==> config.mk <==
export PLATFORM = sky130hd
export DESIGN_NAME = sort4_stream
export DESIGN_NICKNAME = d
export VERILOG_FILES = /design/src/rtl/sort4_stream_pkg.sv /design/src/rtl/min_index4.sv /design/src/rtl/sort4_stream.sv
export SDC_FILE = /design/constraint.sdc
export NUM_CORES = 1
export LEC_CHECK = 0
export ABC_AREA = 1
export BUFFER_PORTS_ARGS = -buffer_cell sky130_fd_sc_hd__buf_2
export CAP_MARGIN = 20
export CELL_PAD_IN_SITES_DETAIL_PLACEMENT = 1
export CELL_PAD_IN_SITES_GLOBAL_PLACEMENT = 1
export CORE_MARGIN = 4
export CORE_UTILIZATION = 42
export DETAILED_ROUTE_END_ITERATION = 10
export PLACE_DENSITY = 0.89
export SYNTH_ARGS = -nofsm -noshare
export SYNTH_HDL_FRONTEND = slang
export SYNTH_SLANG_ARGS = --single-unit
==> constraint.sdc <==
create_clock -name clk -period 2.6 [get_ports clk]
set_input_delay 0.13 -clock clk [delete_from_list [all_inputs] [get_ports clk]]
set_output_delay 0.13 -clock clk [all_outputs]
set_load 0.05 [all_outputs]
==> src/rtl/sort4_stream_pkg.sv <==
// Shared constants and state encoding for the four-entry stream sorter.
package sort4_stream_pkg;

    localparam int ENTRIES = 4;
    localparam int POS_W   = 2;

    typedef enum logic {
        ST_LOAD = 1'b0,
        ST_EMIT = 1'b1
    } state_t;

endpackage

==> src/rtl/min_index4.sv <==
// Combinational four-way minimum finder over enabled entries.
// Ties resolve to the lowest index, which keeps the downstream sort stable.
module min_index4
    import sort4_stream_pkg::*;
#(
    parameter int WIDTH = 3
) (
    input  logic [ENTRIES-1:0][WIDTH-1:0] vals,
    input  logic [ENTRIES-1:0]            en,
    output logic [WIDTH-1:0]              min_val,
    output logic [POS_W-1:0]              min_idx
);

    logic             lo_sel;
    logic             hi_sel;
    logic             lo_en;
    logic             hi_en;
    logic             take_lo;
    logic [WIDTH-1:0] lo_val;
    logic [WIDTH-1:0] hi_val;
    logic [POS_W-1:0] lo_idx;
    logic [POS_W-1:0] hi_idx;

    // Pairwise reduction; "<=" favours the lower index on equal values.
    always_comb begin
        lo_sel  = en[0] && (!en[1] || (vals[0] <= vals[1]));
        lo_val  = lo_sel ? vals[0] : vals[1];
        lo_idx  = lo_sel ? 2'd0 : 2'd1;
        lo_en   = en[0] || en[1];

        hi_sel  = en[2] && (!en[3] || (vals[2] <= vals[3]));
        hi_val  = hi_sel ? vals[2] : vals[3];
        hi_idx  = hi_sel ? 2'd2 : 2'd3;
        hi_en   = en[2] || en[3];

        take_lo = lo_en && (!hi_en || (lo_val <= hi_val));
        min_val = take_lo ? lo_val : hi_val;
        min_idx = take_lo ? lo_idx : hi_idx;
    end

endmodule

==> src/rtl/sort4_stream.sv <==
// Four-entry stable sorter: loads four values serially, then emits them
// in ascending order tagged with their arrival index.
module sort4_stream
    import sort4_stream_pkg::*;
#(
    parameter int WIDTH = 3
) (
    input  logic             clk,
    input  logic             rst,
    input  logic             in_valid,
    input  logic [WIDTH-1:0] in_data,
    output logic             in_ready,
    output logic             out_valid,
    input  logic             out_ready,
    output logic [WIDTH-1:0] out_data,
    output logic [POS_W-1:0] out_pos,
    output logic             out_last
);

    state_t                        state;
    state_t                        state_next;
    logic [POS_W-1:0]              cnt;
    logic [ENTRIES-1:0]            taken;
    logic [ENTRIES-1:0][WIDTH-1:0] slots;
    logic [WIDTH-1:0]              min_val;
    logic [POS_W-1:0]              min_idx;
    logic                          load_fire;
    logic                          emit_fire;

    min_index4 #(.WIDTH(WIDTH)) u_min (
        .vals    (slots),
        .en      (~taken),
        .min_val (min_val),
        .min_idx (min_idx)
    );

    always_comb begin
        state_next = state;
        in_ready   = 1'b0;
        out_valid  = 1'b0;
        out_data   = '0;
        out_pos    = '0;
        out_last   = 1'b0;
        load_fire  = 1'b0;
        emit_fire  = 1'b0;
        case (state)
            ST_LOAD: begin
                in_ready  = 1'b1;
                load_fire = in_valid;
                if (load_fire && (cnt == 2'd3)) state_next = ST_EMIT;
            end
            ST_EMIT: begin
                // Outputs are forced to zero outside EMIT so stale slots never leak.
                out_valid = 1'b1;
                out_data  = min_val;
                out_pos   = min_idx;
                out_last  = (cnt == 2'd3);
                emit_fire = out_ready;
                if (emit_fire && out_last) state_next = ST_LOAD;
            end
        endcase
    end

    // cnt wraps 3->0 on its own at the end of both phases.
    always_ff @(posedge clk) begin
        if (rst) begin
            state <= ST_LOAD;
            cnt   <= '0;
            taken <= '0;
        end else begin
            state <= state_next;
            if (load_fire) begin
                cnt <= cnt + 2'd1;
                if (cnt == 2'd3) taken <= '0;
            end
            if (emit_fire) begin
                cnt            <= cnt + 2'd1;
                taken[min_idx] <= 1'b1;
            end
        end
    end

    always_ff @(posedge clk) begin
        if (load_fire) slots[cnt] <= in_data;
    end

endmodule

Word-level counts from Yosys, hierarchy flattened
Cells that the tools add are included.
Word-level totals
  output and inout port bits: 8
  input port bits: 7
  word-level logic and storage cells: 62
  bits in registers: 19
Cells by class
  bitwise gates (word level): 3
  add/subtract/negate cells: 1
  eq/ne operators: 1
  magnitude comparators: 7
  muxes and demuxes: 27
  reductions and logical operators: 16
Operators with widths (count)
  $mux W4: 4
  $mux W3: 5
  $bwmux W12: 1
  $mux W1: 10
  $le A3 B3 Y1: 3
  $mux W2: 4
  $logic_and A1 B1 Y1: 7
  $demux W3 S2: 1
  $lt A2 B3 Y1 const B: 2
  $logic_or A1 B1 Y1: 5
  $ge A2 B1 Y1 const B: 2
  $not A4 Y4: 1
  $or A4 B4 Y4: 1
  $logic_not A1 Y1: 3
  $add A2 B1 Y2 const B: 1
  $demux W1 S2: 1
  $eq A2 B2 Y1 const B: 1
  $pmux W1 S2: 1
  $reduce_bool A2 Y1: 1
  $not A1 Y1: 1

Depth between registers and ports, before layout
Gate-level depths: netlist of the first run.
  depth in word-level cells: 15
  mapped depth: 19
  gate-level depth less buffers: 19

Cells and area by module
A second synthesis of the first run with hierarchy kept.
Second synthesis, totals
  cell total of the unflattened synthesis: 160
  area total of the unflattened synthesis: 1276.2 µm²
Modules (own cells, without submodules)
  sort4_stream: cells each 80, sequential area each 500.5 µm², area each 803.3 µm², times used 1
  min_index4: cells each 80, sequential area each 0.0 µm², area each 473.0 µm², times used 1

Least setup slack after synthesis of the first run
Ideal clock, no wire load.
  path type: reg2out
  start point: register slots[2] (netlist name)
  end point: output out_pos[0]
  setup slack: -0.358 ns
  stages on the path, launching flop included: 15
  arrival time: 2.828 ns
  required time: 2.470 ns
  buffers on the path: 0
  cell sequence: edfxtp_1 > ha_1 > a21oi_1 > nand2_1 > nand2_1 > nand3b_1 > and2_1 > ha_1 > nand2_1 > nand2_2 > nor2_2 > nor2_2 > nor2_4 > nand2_1 > a21oi_1
Between the ends
  longest elaborated chain between the ends: 9
  elaborated cells on any way between the ends: 10
  those cells by class: order compare (2); mux (4); reduce/logical (4)
RTL lines
  start: declaration: RTL line sort4_stream.sv:24  | logic [ENTRIES-1:0][WIDTH-1:0] slots;
  start signal: indexed assignment: RTL line sort4_stream.sv:84  | if (load_fire) slots[cnt] <= in_data;
  $le A3 B3 Y1: RTL line min_index4.sv:26  | lo_sel = en[0] && (!en[1] || (vals[0] <= vals[1]));
  $logic_or A1 B1 Y1: RTL line min_index4.sv:26
  $logic_and A1 B1 Y1: RTL line min_index4.sv:26
  $mux W3: RTL line min_index4.sv:27  | lo_val = lo_sel ? vals[0] : vals[1];
  $le A3 B3 Y1: RTL line min_index4.sv:36  | take_lo = lo_en && (!hi_en || (lo_val <= hi_val));
  $logic_or A1 B1 Y1: RTL line min_index4.sv:36
  $logic_and A1 B1 Y1: RTL line min_index4.sv:36
  $mux W2 *: RTL line min_index4.sv:38  | min_idx = take_lo ? lo_idx : hi_idx;
  $mux W2 *: RTL line sort4_stream.sv:46  | case (state)
  end: declaration: RTL line sort4_stream.sv:16  | output logic [POS_W-1:0] out_pos,
Mark *: on every way between the ends. The rest lies on a longest branch, timed or not.

Worst setup path after layout of the first run
  start point: register slots[10] (netlist name)
  end point: output out_data[0]
Between the ends
  longest elaborated chain between the ends: 9
RTL lines
  $le A3 B3 Y1: RTL line min_index4.sv:31  | hi_sel = en[2] && (!en[3] || (vals[2] <= vals[3]));
  $logic_or A1 B1 Y1: RTL line min_index4.sv:31
  $logic_and A1 B1 Y1: RTL line min_index4.sv:31
  $mux W3 *: RTL line min_index4.sv:32  | hi_val = hi_sel ? vals[2] : vals[3];
  $le A3 B3 Y1: RTL line min_index4.sv:36
  $logic_or A1 B1 Y1: RTL line min_index4.sv:36
  $logic_and A1 B1 Y1: RTL line min_index4.sv:36
  $mux W3 *: RTL line min_index4.sv:37  | min_val = take_lo ? lo_val : hi_val;
  $mux W3 *: RTL line sort4_stream.sv:46
  end: declaration: RTL line sort4_stream.sv:15  | output logic [WIDTH-1:0] out_data,
Marks and branches as above.

==> impl.org, run 1 <==
** Worst setup path
- Arrival time of data at the critical path endpoint :: 3.09 ns
- Sort of element at the start of the critical path :: register
- The setup path with the least slack is of type reg -> out.
- The worst setup path is captured at a primary output.
- Highest fanout seen on the critical path :: 7
- Worst path required time :: 2.47 ns

** GRT
- Global router's overall resource usage :: 0.2480
- The via count of the first global-routing pass was 1,316.
- For met2 alone, demand over resource in global routing was 0.4808.
- Initial antenna violation count :: 0
- Met3 usage in global routing :: 0.03306
- Entering global routing, the biggest net connects 12 pins.
- GR peak layer :: met2
- Global-route wire length before repair :: 6617 um
- Met1 Resource Use GR :: 0.2606
- After global routing the overflow that remains totals 0.

** Drt
- The routed layout has 1,316 vias.
- After detailed routing, the total wire length is 5366 um.
- Dividing the detail-routed wire length by the instance count gives 22.74 um.
- The count of nets left with antenna violations once routing finished came out at 0.
- For this run, design rule violations remaining after detail routing come to 0.
- In the routed layout, each cell is associated on average with a via count of 5.576.
- Number of DRC markers in iteration 0 :: 60
- The pre-antenna-repair detailed-routing pass consisted of 4 iterations.

** Yosys
- Most numerous cell in the Yosys netlist :: sky130_fd_sc_hd__nand2_1
- Post-Synthesis Net Count :: 170
- Post-synthesis sequential area ratio :: 0.4094
- Post-synth top area share :: 0.2948
- Synthesis produced 150 cells.
- In this run, distinct cell masters in the synthesized netlist total 18.
- Async S/R FF share, synth :: 0
- Synthesized area per cell :: 8.149 sq um
- In the synthesized netlist, the cells that appear most often are sky130_fd_sc_hd__nand2_1, sky130_fd_sc_hd__inv_1, sky130_fd_sc_hd__ha_1, sky130_fd_sc_hd__edfxtp_1, sky130_fd_sc_hd__nand3_1.
- EDFF count, synth :: 12
- During synthesis, Yosys emitted a total of 0 warnings.
- Number of synthesized register bits :: 19
- Yosys attributes the largest share of cell area to sky130_fd_sc_hd__edfxtp_1, sky130_fd_sc_hd__ha_1, sky130_fd_sc_hd__dfxtp_1.
- In this run the cell area of the synthesized design comes to 1222 sq um.
- The biggest area contributor in the post-synthesis netlist is sky130_fd_sc_hd__edfxtp_1.
- Synth Flop Type :: sky130_fd_sc_hd__edfxtp_1

** Timing
- Setup repair after global routing could not meet its margin everywhere.
- Setup violations remaining at the end of the flow were counted as 9.
- Across all setup checks in the final design, the least slack found is -0.6197 ns.
- In this run the tightest slew margin relative to its limit is 0.7821.
- The number of max-slew violations in the final report is 0.
- Summed over all failing endpoints, the final setup total negative slack is -3.692 ns.
- Clock period minus worst slack :: 3.220 ns
- Highest clock rate :: 310.6 MHz
- For the pin with the worst max-slew slack, the measured transition is 0.3256 ns.
- Dividing the final minimum period by the clock period gives 1.238.
- Final hold vios :: 0
- On the final layout, the worst clock skew is 0.005410 ns.

** Clocking
- Number of CTS-inserted buffers :: 3
- After clock tree synthesis, the flow added hold-fix buffers numbering 0.
- CTS placed an instance of sky130_fd_sc_hd__clkbuf_4 at the clock tree root.
- TritonCTS clock tree :: done
- Sink Count :: 19
- CTS H-tree depth :: 1
- Deepest clock path buffer count :: 2
- Clock latency on the worst-skew pair, taken at its later pin, is 0.31 ns.
- After clock tree synthesis, the clock-pin slew on the worst setup and hold paths is 0.11 ns.

** Layout
- Final nets :: 226
- Final design utilization :: 0.7083
- Signed area change from the synthesized netlist to the final layout :: 59.77%
- Area of all sequential standard cells :: 500.5 sq um
- The multi-input combinational cells in the finished layout cover a total of 872.1 sq um.
- Of the cells placed in the final design, the portion with a size suffix greater than 1 is 0.5951.
- Inserted Diodes :: 0
- The filler cells instantiated in the layout total 300.

** Placement
- GP Congestion :: 0.8024
- Summed over all nets, the half-perimeter wirelength after detailed placement is 2840 um.
- PortBufs :: 14

** Power
- Power per cell area :: 451.8 nW/um^2
- Of the total power, registers draw 0.389.
- Of the total power, the clock network draws 0.175.
- Across the VDD grid, the largest voltage drop is 0.4871 mV.
- Switching share of power :: 0.3571
- For this design the static power due to leakage is 0.8807 nW.
- Combinational share of power :: 0.436
- The internal power of the cells totals 0.5673 mW.
- After layout, the design draws a total of 0.8823 mW.
- Summed over all nets, the switching power comes to 0.3151 mW.

** Die
- After floorplanning, the core was sized to cover 2758 sq um.
- Total Die Area :: 3838 sq um
- 15 I/O pins were placed.
- Initial cell density of the core :: 0.4433
- Std-Cell Rows :: 19
- Die Ht :: 61.95 um
- In this run the horizontal extent of the chip is 61.95 um.

** Hold path
- Type of the most critical hold path :: in -> reg

** Status
- Status :: finished with violations
- Violations in the final reports :: negative setup slack

** Run
- Max-cap violations in this run came to 0.
-- layer usage --
metal | part of all wire | up-vias
met2 | 0.52 | 58
met5 | 0 | -
met4 | 0.048 | 0
met1 | 0.39 | 649
met3 | 0.040 | 25
li1 | - | 584
-- cells in the final DEF, fill, tap and decap left out, types with 6 or more instances in the layout --
master                     synthesis  final
sky130_fd_sc_hd__buf_2             0      9
sky130_fd_sc_hd__nor2_1            7      7
sky130_fd_sc_hd__ha_4              0      6
sky130_fd_sc_hd__nand2_2           9     14
sky130_fd_sc_hd__inv_1            28     20
sky130_fd_sc_hd__nand3_2           0      8
sky130_fd_sc_hd__inv_2             4     12
sky130_fd_sc_hd__edfxtp_1         12     12
sky130_fd_sc_hd__ha_1             13      7
sky130_fd_sc_hd__buf_4             0     37
sky130_fd_sc_hd__nand2_4           0      9
sky130_fd_sc_hd__nand2_1          32     17
sky130_fd_sc_hd__dfxtp_1           7      7
-- worst paths after layout --
check / start / to / slack, ns / depth (start not counted)
worst max register to register: slots[10]$_DFFE_PP_ / taken[3]$_SDFF_PP0_ / -0.29 / 18
worst min register to register: taken[0]$_SDFF_PP0_ / taken[0]$_SDFF_PP0_ / 0.52 / 2
worst min-delay path: in_data[0] / slots[0]$_DFFE_PP_ / 0.05 / 1
worst max-delay path: slots[10]$_DFFE_PP_ / out_data[0] / -0.62 / 17
-- cell type report --
| type | instances | area share |
|---|---|---|
| Timing Repair Buffer | 51 | 0.2018 |
| Sequential cell | 19 | 0.2562 |
| Clock buffer | 3 | 0.01153 |
| Inverter | 32 | 0.06150 |
| Tap cell | 31 | 0.01986 |
| Clock inverter | 1 | 0.002562 |
| Multi-Input combinational cell | 99 | 0.4465 |
-- power groups by stage --
| stage | clock network, mW | logic [mW] | registers (mW) |
|---|---|---|---|
| 3_5_place_dp | 0 | 0.234 | 0.348 |
| 6_report | 0.155 | 0.385 | 0.343 |
| 3_3_place_gp | 0 | 0.214 | 0.346 |
| 2_1_floorplan | 0 | 0.141 | 0.346 |
| 4_1_cts | 0.148 | 0.288 | 0.341 |
| 5_1_grt | 0.171 | 0.404 | 0.344 |
-- metrics by stage --
stage / hold WS, ns / cell area (sq um) / std cells / setup slack (ns)
2_1_floorplan: 0.1991 / 1311 / 150 / -0.03692
3_3_place_gp: 0.3510 / 1548 / 212 / -0.03225
3_5_place_dp: 0.3526 / 1548 / 212 / -0.2827
4_1_cts: 0.04555 / 1804 / 226 / -0.3958
5_1_grt: 0.03644 / 1953 / 236 / -0.7013
6_report: 0.04912 / 1953 / 236 / -0.6197
-- critical path, stage by stage (launching register included) --
cell and delay [ns]:
sky130_fd_sc_hd__edfxtp_1 0.43, sky130_fd_sc_hd__inv_1 0.10, sky130_fd_sc_hd__ha_1 0.27, sky130_fd_sc_hd__nand3_1 0.13
sky130_fd_sc_hd__nand2_2 0.09, sky130_fd_sc_hd__nand2_4 0.11, sky130_fd_sc_hd__nand2_8 0.09, sky130_fd_sc_hd__o21ai_4 0.18
sky130_fd_sc_hd__inv_2 0.07, sky130_fd_sc_hd__ha_4 0.26, sky130_fd_sc_hd__nand2_2 0.08, sky130_fd_sc_hd__nand2_2 0.07
sky130_fd_sc_hd__o21ai_2 0.21, sky130_fd_sc_hd__nand2_2 0.13, sky130_fd_sc_hd__nor2_4 0.18, sky130_fd_sc_hd__nand3_2 0.13
sky130_fd_sc_hd__nand2_4 0.08, sky130_fd_sc_hd__buf_8 0.14
-- repair_timing --
action	in CTS	in global routing
resized for setup	36	20
setup buffers	10	10
pin swaps	16	15
endpoints found under the setup margin	6	9
-- sequential cells by signal (all words and copies together) (netlist names) --
name / cells
cnt: 2
taken: 4
state: 1
slots: 12
-- kinds of logic (layout without fill, tap and decap cells) --
family / after synthesis / in the layout / share of synthesized area
and+or+nand+nor: 73 / 73 / 0.2979
adders and majority gates: 13 / 13 / 0.1331
AOI/OAI and AO/OA: 13 / 13 / 0.06142
buffers and inverters: 32 / 87 / 0.09826
DFF: 19 / 19 / 0.4094
Note: power is estimated with default switching activity, not from simulation.
==> inputs of run 2 (changes only) <==
CORE_UTILIZATION = 44   (was 42)
CTS_BUF_LIST = sky130_fd_sc_hd__clkbuf_8   (was default)
MAX_ROUTING_LAYER = met4   (was default)
PLACE_DENSITY = 0.92   (was 0.89)
==> impl.org, run 2 <==
** Yosys
- Cell types occupying the most area after synthesis :: sky130_fd_sc_hd__edfxtp_1, sky130_fd_sc_hd__ha_1, sky130_fd_sc_hd__dfxtp_1
- Post-Synthesis Net Count :: 170
- The synthesized design contains 19 register bits.
- Count of unique library cells instantiated by Yosys :: 18
- Number of instances in the synthesized netlist :: 150
- A synthesized cell averages 8.149 sq um.
- Synth Cell Area :: 1222 sq um
- Of the synthesized area, sequential elements account for 0.4094.
- In the post-synthesis netlist, the cell with the most instances is sky130_fd_sc_hd__nand2_1.
- Synth Flop Type :: sky130_fd_sc_hd__edfxtp_1
- Yosys warnings :: 0
- Post-synth top area share :: 0.2948
- Cell type with the largest total area after synthesis :: sky130_fd_sc_hd__edfxtp_1
- The commonest cells after synthesis are sky130_fd_sc_hd__nand2_1, sky130_fd_sc_hd__inv_1, sky130_fd_sc_hd__ha_1, sky130_fd_sc_hd__edfxtp_1, sky130_fd_sc_hd__nand3_1.
- EDFF count, synth :: 12
- In the synthesized netlist the async set-or-reset flop fraction comes to 0.

** Placement
- At the end of routability-driven placement, the weighted congestion stood at 0.7996.
- Input and output buffers added on the ports amount to 14.
- The number of placed instances, taps included, is 208.
- Timing analysis after detailed placement gives a worst setup slack of -0.2876 ns.
- After legalization and detailed placement, the total HPWL measured 2800 um.

** Status
- Status :: aborted with a tool error
- The first error in the log reads "[ERROR DPL-0033] detailed placement checks failed during check placement".
- Last stage the flow got to :: clock tree synthesis (4_1_cts)

** Die
- Measured along the y axis, the die boundary spans 60.71 um.
- In this run the horizontal extent of the chip is 60.71 um.
- In this run the count of I/O pins placed on the die edge is 15.
- The initial utilization of the core area, before any placement, comes to 0.4761.
- Std-Cell Rows :: 18

** Clocking
- Post-CTS Hold Fix Bufs :: 0
- Number of resized instances in the post-cts repair step :: 33
- Sink Count :: 19
- Counting the buffers created by CTS gives 3.
- The clock passes through at most 2 buffers.
- Clock Tree Root :: sky130_fd_sc_hd__clkbuf_8
- Setup bufs post-CTS :: 26
- CTS built an H-tree with a depth of 1.
-- run 2: cell counts after synthesis --
No cell type changed its count.
-- run 2: cells by family after synthesis --
| kind of cell | share of synthesized area |
|---|---|
| AOI/OAI and AO/OA | 0.06142 |
| DFF | 0.4094 |
| and+or+nand+nor | 0.2979 |
| adders and majority gates | 0.1331 |
| buffers and inverters | 0.09826 |
-- run 2: through the flow --
stage / setup TNS, ns / area, sq um
after floorplan: -0.07385 / 1311
after global placement: -0.3065 / 1524
after detailed placement: -1.000 / 1524
==> inputs of run 3 (changes only) <==
CELL_PAD_IN_SITES_DETAIL_PLACEMENT = default   (was 1)
CELL_PAD_IN_SITES_GLOBAL_PLACEMENT = default   (was 1)
CORE_AREA = 4 4 65 67   (was default)
CORE_MARGIN = default   (was 4)
CORE_UTILIZATION = default   (was 44)
CTS_BUF_LIST = default   (was sky130_fd_sc_hd__clkbuf_8)
DIE_AREA = 0 0 69 71   (was default)
MAX_ROUTING_LAYER = default   (was met4)
PLACE_DENSITY = default   (was 0.92)
PLACE_DENSITY_LB_ADDON = 0.15   (was default)
==> impl.org, run 3 (synthesis results as in run 1) <==
** Run
- The tool flagged a number of max-cap violations equal to 0.

** Worst setup path
- Cells along the critical path :: ha_4, nand3_2, nand2_1, inv_1, nand2_2, nand3b_1, and2_4, ha_4, nand2_4, nor2_4, nor2_2, nor2_2, nor2_4, nor2_4, nand2_1, nand2_4, buf_8
- On the critical path, the stage with the largest delay is an instance of sky130_fd_sc_hd__edfxtp_1.
- The worst setup path is of the reg -> out kind.
- On the worst path, the slowest cell contributes a delay of 0.43 ns.
- STA classifies the critical path startpoint as a register.
- Highest fanout seen on the critical path :: 4
- For the worst setup path, the data required time is 2.47 ns.
- Critical Path End Type :: primary output
- Worst Reg-to-Reg Cells :: 17
- Number of buffers and inverters on the critical path :: 2
- Crit. path cell count :: 17
- Data arrives at the worst endpoint at 2.67 ns.
- Top cell family by delay on the critical path :: simple AND/OR/NAND/NOR gates
- By instance count, the cell type seen most on the critical path is sky130_fd_sc_hd__nor2_4.

** Timing
- Fin Setup TNS :: -0.8820 ns
- Worst hold margin :: 0.09302 ns
- The routed design could run at a clock period as short as 2.796 ns.
- Highest clock rate :: 357.6 MHz
- Final Setup Violations :: 5
- Fin crit share :: 1.076
- The number of max-slew violations in the final report is 0.
- On the final layout, the worst clock skew is 0.003822 ns.
- Setup repair after global routing could not meet its margin everywhere.
- Final worst-path setup slack :: -0.1965 ns
- Final hold vios :: 0
- In this run the tightest slew margin relative to its limit is 0.8065.
- For the pin with the worst max-slew slack, the measured transition is 0.2893 ns.

** Clocking
- The clock passes through at most 2 buffers.
- For this design, the sink count on the clock tree is 19.
- CTS clk-pin slew, worst paths :: 0.07 ns
- Counting the buffers created by CTS gives 3.
- Post-CTS Hold Fix Bufs :: 0
- Clock Tree Root :: sky130_fd_sc_hd__clkbuf_8
- Insertion delay of the later-clocked pin in the worst-skew pair :: 0.25 ns
- CTS built an H-tree with a depth of 1.
- TritonCTS built the clock tree.

** Placement
- Setup Slack @ Placement :: -0.1442 ns
- DP Area :: 1584 sq um
- During placement, the flow inserted port buffers numbering 14.
- Detailed placement finished with a half-perimeter wire length of 2102 um.
- Placed Instances :: 231
- GP Congestion :: 0.7695

** Die
- 15 I/O pins were placed.
- Area of the core region :: 3633 sq um
- Row generation in the floorplan step produced 22 rows.
- Total Die Area :: 4899 sq um
- The initial utilization of the core area, before any placement, comes to 0.3364.
- Die Ht :: 71 um
- X dimension of the die :: 69 um

** Drt
- In the routed design, unresolved DRC markers number 0.
- Number of detailed-routing iterations run before antenna repair :: 4
- After detailed routing, the total wire length is 2674 um.
- Total number of vias :: 1,077
- After detailed routing, the average wire length per cell comes to 10.70 um.
- Number of DRC markers in iteration 0 :: 25
- Post-detailed-route count of antenna-violating nets :: 0
- Via count normalized by instance count :: 4.308

** GRT
- Gr ovfl total :: 0
- The first global-routing pass estimated 4526 um of wire.
- Across every metal layer, demand over resource in global routing totals 0.1134.
- Initial antenna violation count :: 0
- Number of global-route vias before repair :: 1,091
- Entering global routing, the biggest net connects 13 pins.

** Power
- The completed layout was analyzed and its total power is 0.8256 mW.
- Static Leak :: 0.8481 nW
- Peak ir drop on the vdd network :: 0.3067 mV
- Power spread over the standard cell area amounts to 435.2 nW/um^2.

** Layout
- Final design utilization :: 0.5220
- Most common cell after layout, fill and taps aside :: sky130_fd_sc_hd__buf_4
- Summing all non-filler instances in the final layout gives an area of 1897 sq um.
- Leaving out filler cells and counting taps, the final layout contains 250.
- Biggest register :: slots
- In the final layout, the share of cells above drive strength 1 is 0.5495.
- In the final layout, the registers with the most flip-flops are slots (12), taken (4), cnt (2).
- The register with the most flip-flops in the layout has 12 of them.
- The top cell types in the final layout, fill and taps aside, are sky130_fd_sc_hd__buf_4, sky130_fd_sc_hd__nand2_1, sky130_fd_sc_hd__inv_1.
- The final layout contains 223 nets.
- Inserted Diodes :: 0
- Signed area change from the synthesized netlist to the final layout :: 55.17%

** Status
- The final reports fail on negative setup slack.
- Status :: finished with violations

** Hold path
- Hold depth :: 1
- Type of the most critical hold path :: in -> reg
-- run 3: timing repair --
item                       in CTS  in global routing
setup endpoints to repair       5                  5
gates cloned                    0                  0
resized for setup              28                 11
buffers inserted               11                  4
pin swaps                      19                 15
-- run 3: where the power goes --
group          switching [mW]  internal, mW
Combinational           0.144         0.137
Sequential            0.00751         0.333
Clock                  0.0962         0.108
Total                   0.248         0.578
-- run 3: worst reg2reg max path, cell delays in order, from the launching register on --
cell and delay, ns:
sky130_fd_sc_hd__edfxtp_1 0.43, sky130_fd_sc_hd__ha_4 0.31, sky130_fd_sc_hd__nand3_2 0.07, sky130_fd_sc_hd__nand2_1 0.06
sky130_fd_sc_hd__inv_1 0.04, sky130_fd_sc_hd__nand2_2 0.10, sky130_fd_sc_hd__nand3b_1 0.13, sky130_fd_sc_hd__and2_4 0.17
sky130_fd_sc_hd__ha_4 0.29, sky130_fd_sc_hd__nand2_4 0.05, sky130_fd_sc_hd__nor2_4 0.10, sky130_fd_sc_hd__nor2_2 0.04
sky130_fd_sc_hd__nor2_2 0.12, sky130_fd_sc_hd__nor2_4 0.06, sky130_fd_sc_hd__buf_4 0.13, sky130_fd_sc_hd__nor2_2 0.10
sky130_fd_sc_hd__nor2_1 0.04, sky130_fd_sc_hd__nor2_1 0.08
-- run 3: path summary, 6_finish.rpt --
| check | slack (ns) | start | end |
|---|---|---|---|
| hold / removal | 0.09 | in_data[0] | slots[6]$_DFFE_PP_ |
| setup reg to reg | 0.21 | slots[2]$_DFFE_PP_ | taken[2]$_SDFF_PP0_ |
| hold reg to reg | 0.49 | taken[0]$_SDFF_PP0_ | taken[0]$_SDFF_PP0_ |
| setup / recovery | -0.20 | slots[2]$_DFFE_PP_ | out_data[1] |
-- run 3: cell type report --
| type | instances | area, sq um |
|---|---|---|
| timing repair buffer | 48 | 361.6 |
| clock buffer | 3 | 41.29 |
| inverter | 32 | 120.1 |
| fill | 363 | 1737 |
| tap | 48 | 60.06 |
| clock inverter | 1 | 7.507 |
| multi-input combinational | 99 | 805.8 |
| sequential | 19 | 500.5 |
-- run 3: per-layer routing --
layer	up-vias	GRT usage	routed length (um)
met2	12	0.2129	1420
li1	574	-	-
met1	484	0.1241	1138
met3	7	0.01278	41
met5	-	0	0
met4	0	0.06074	74
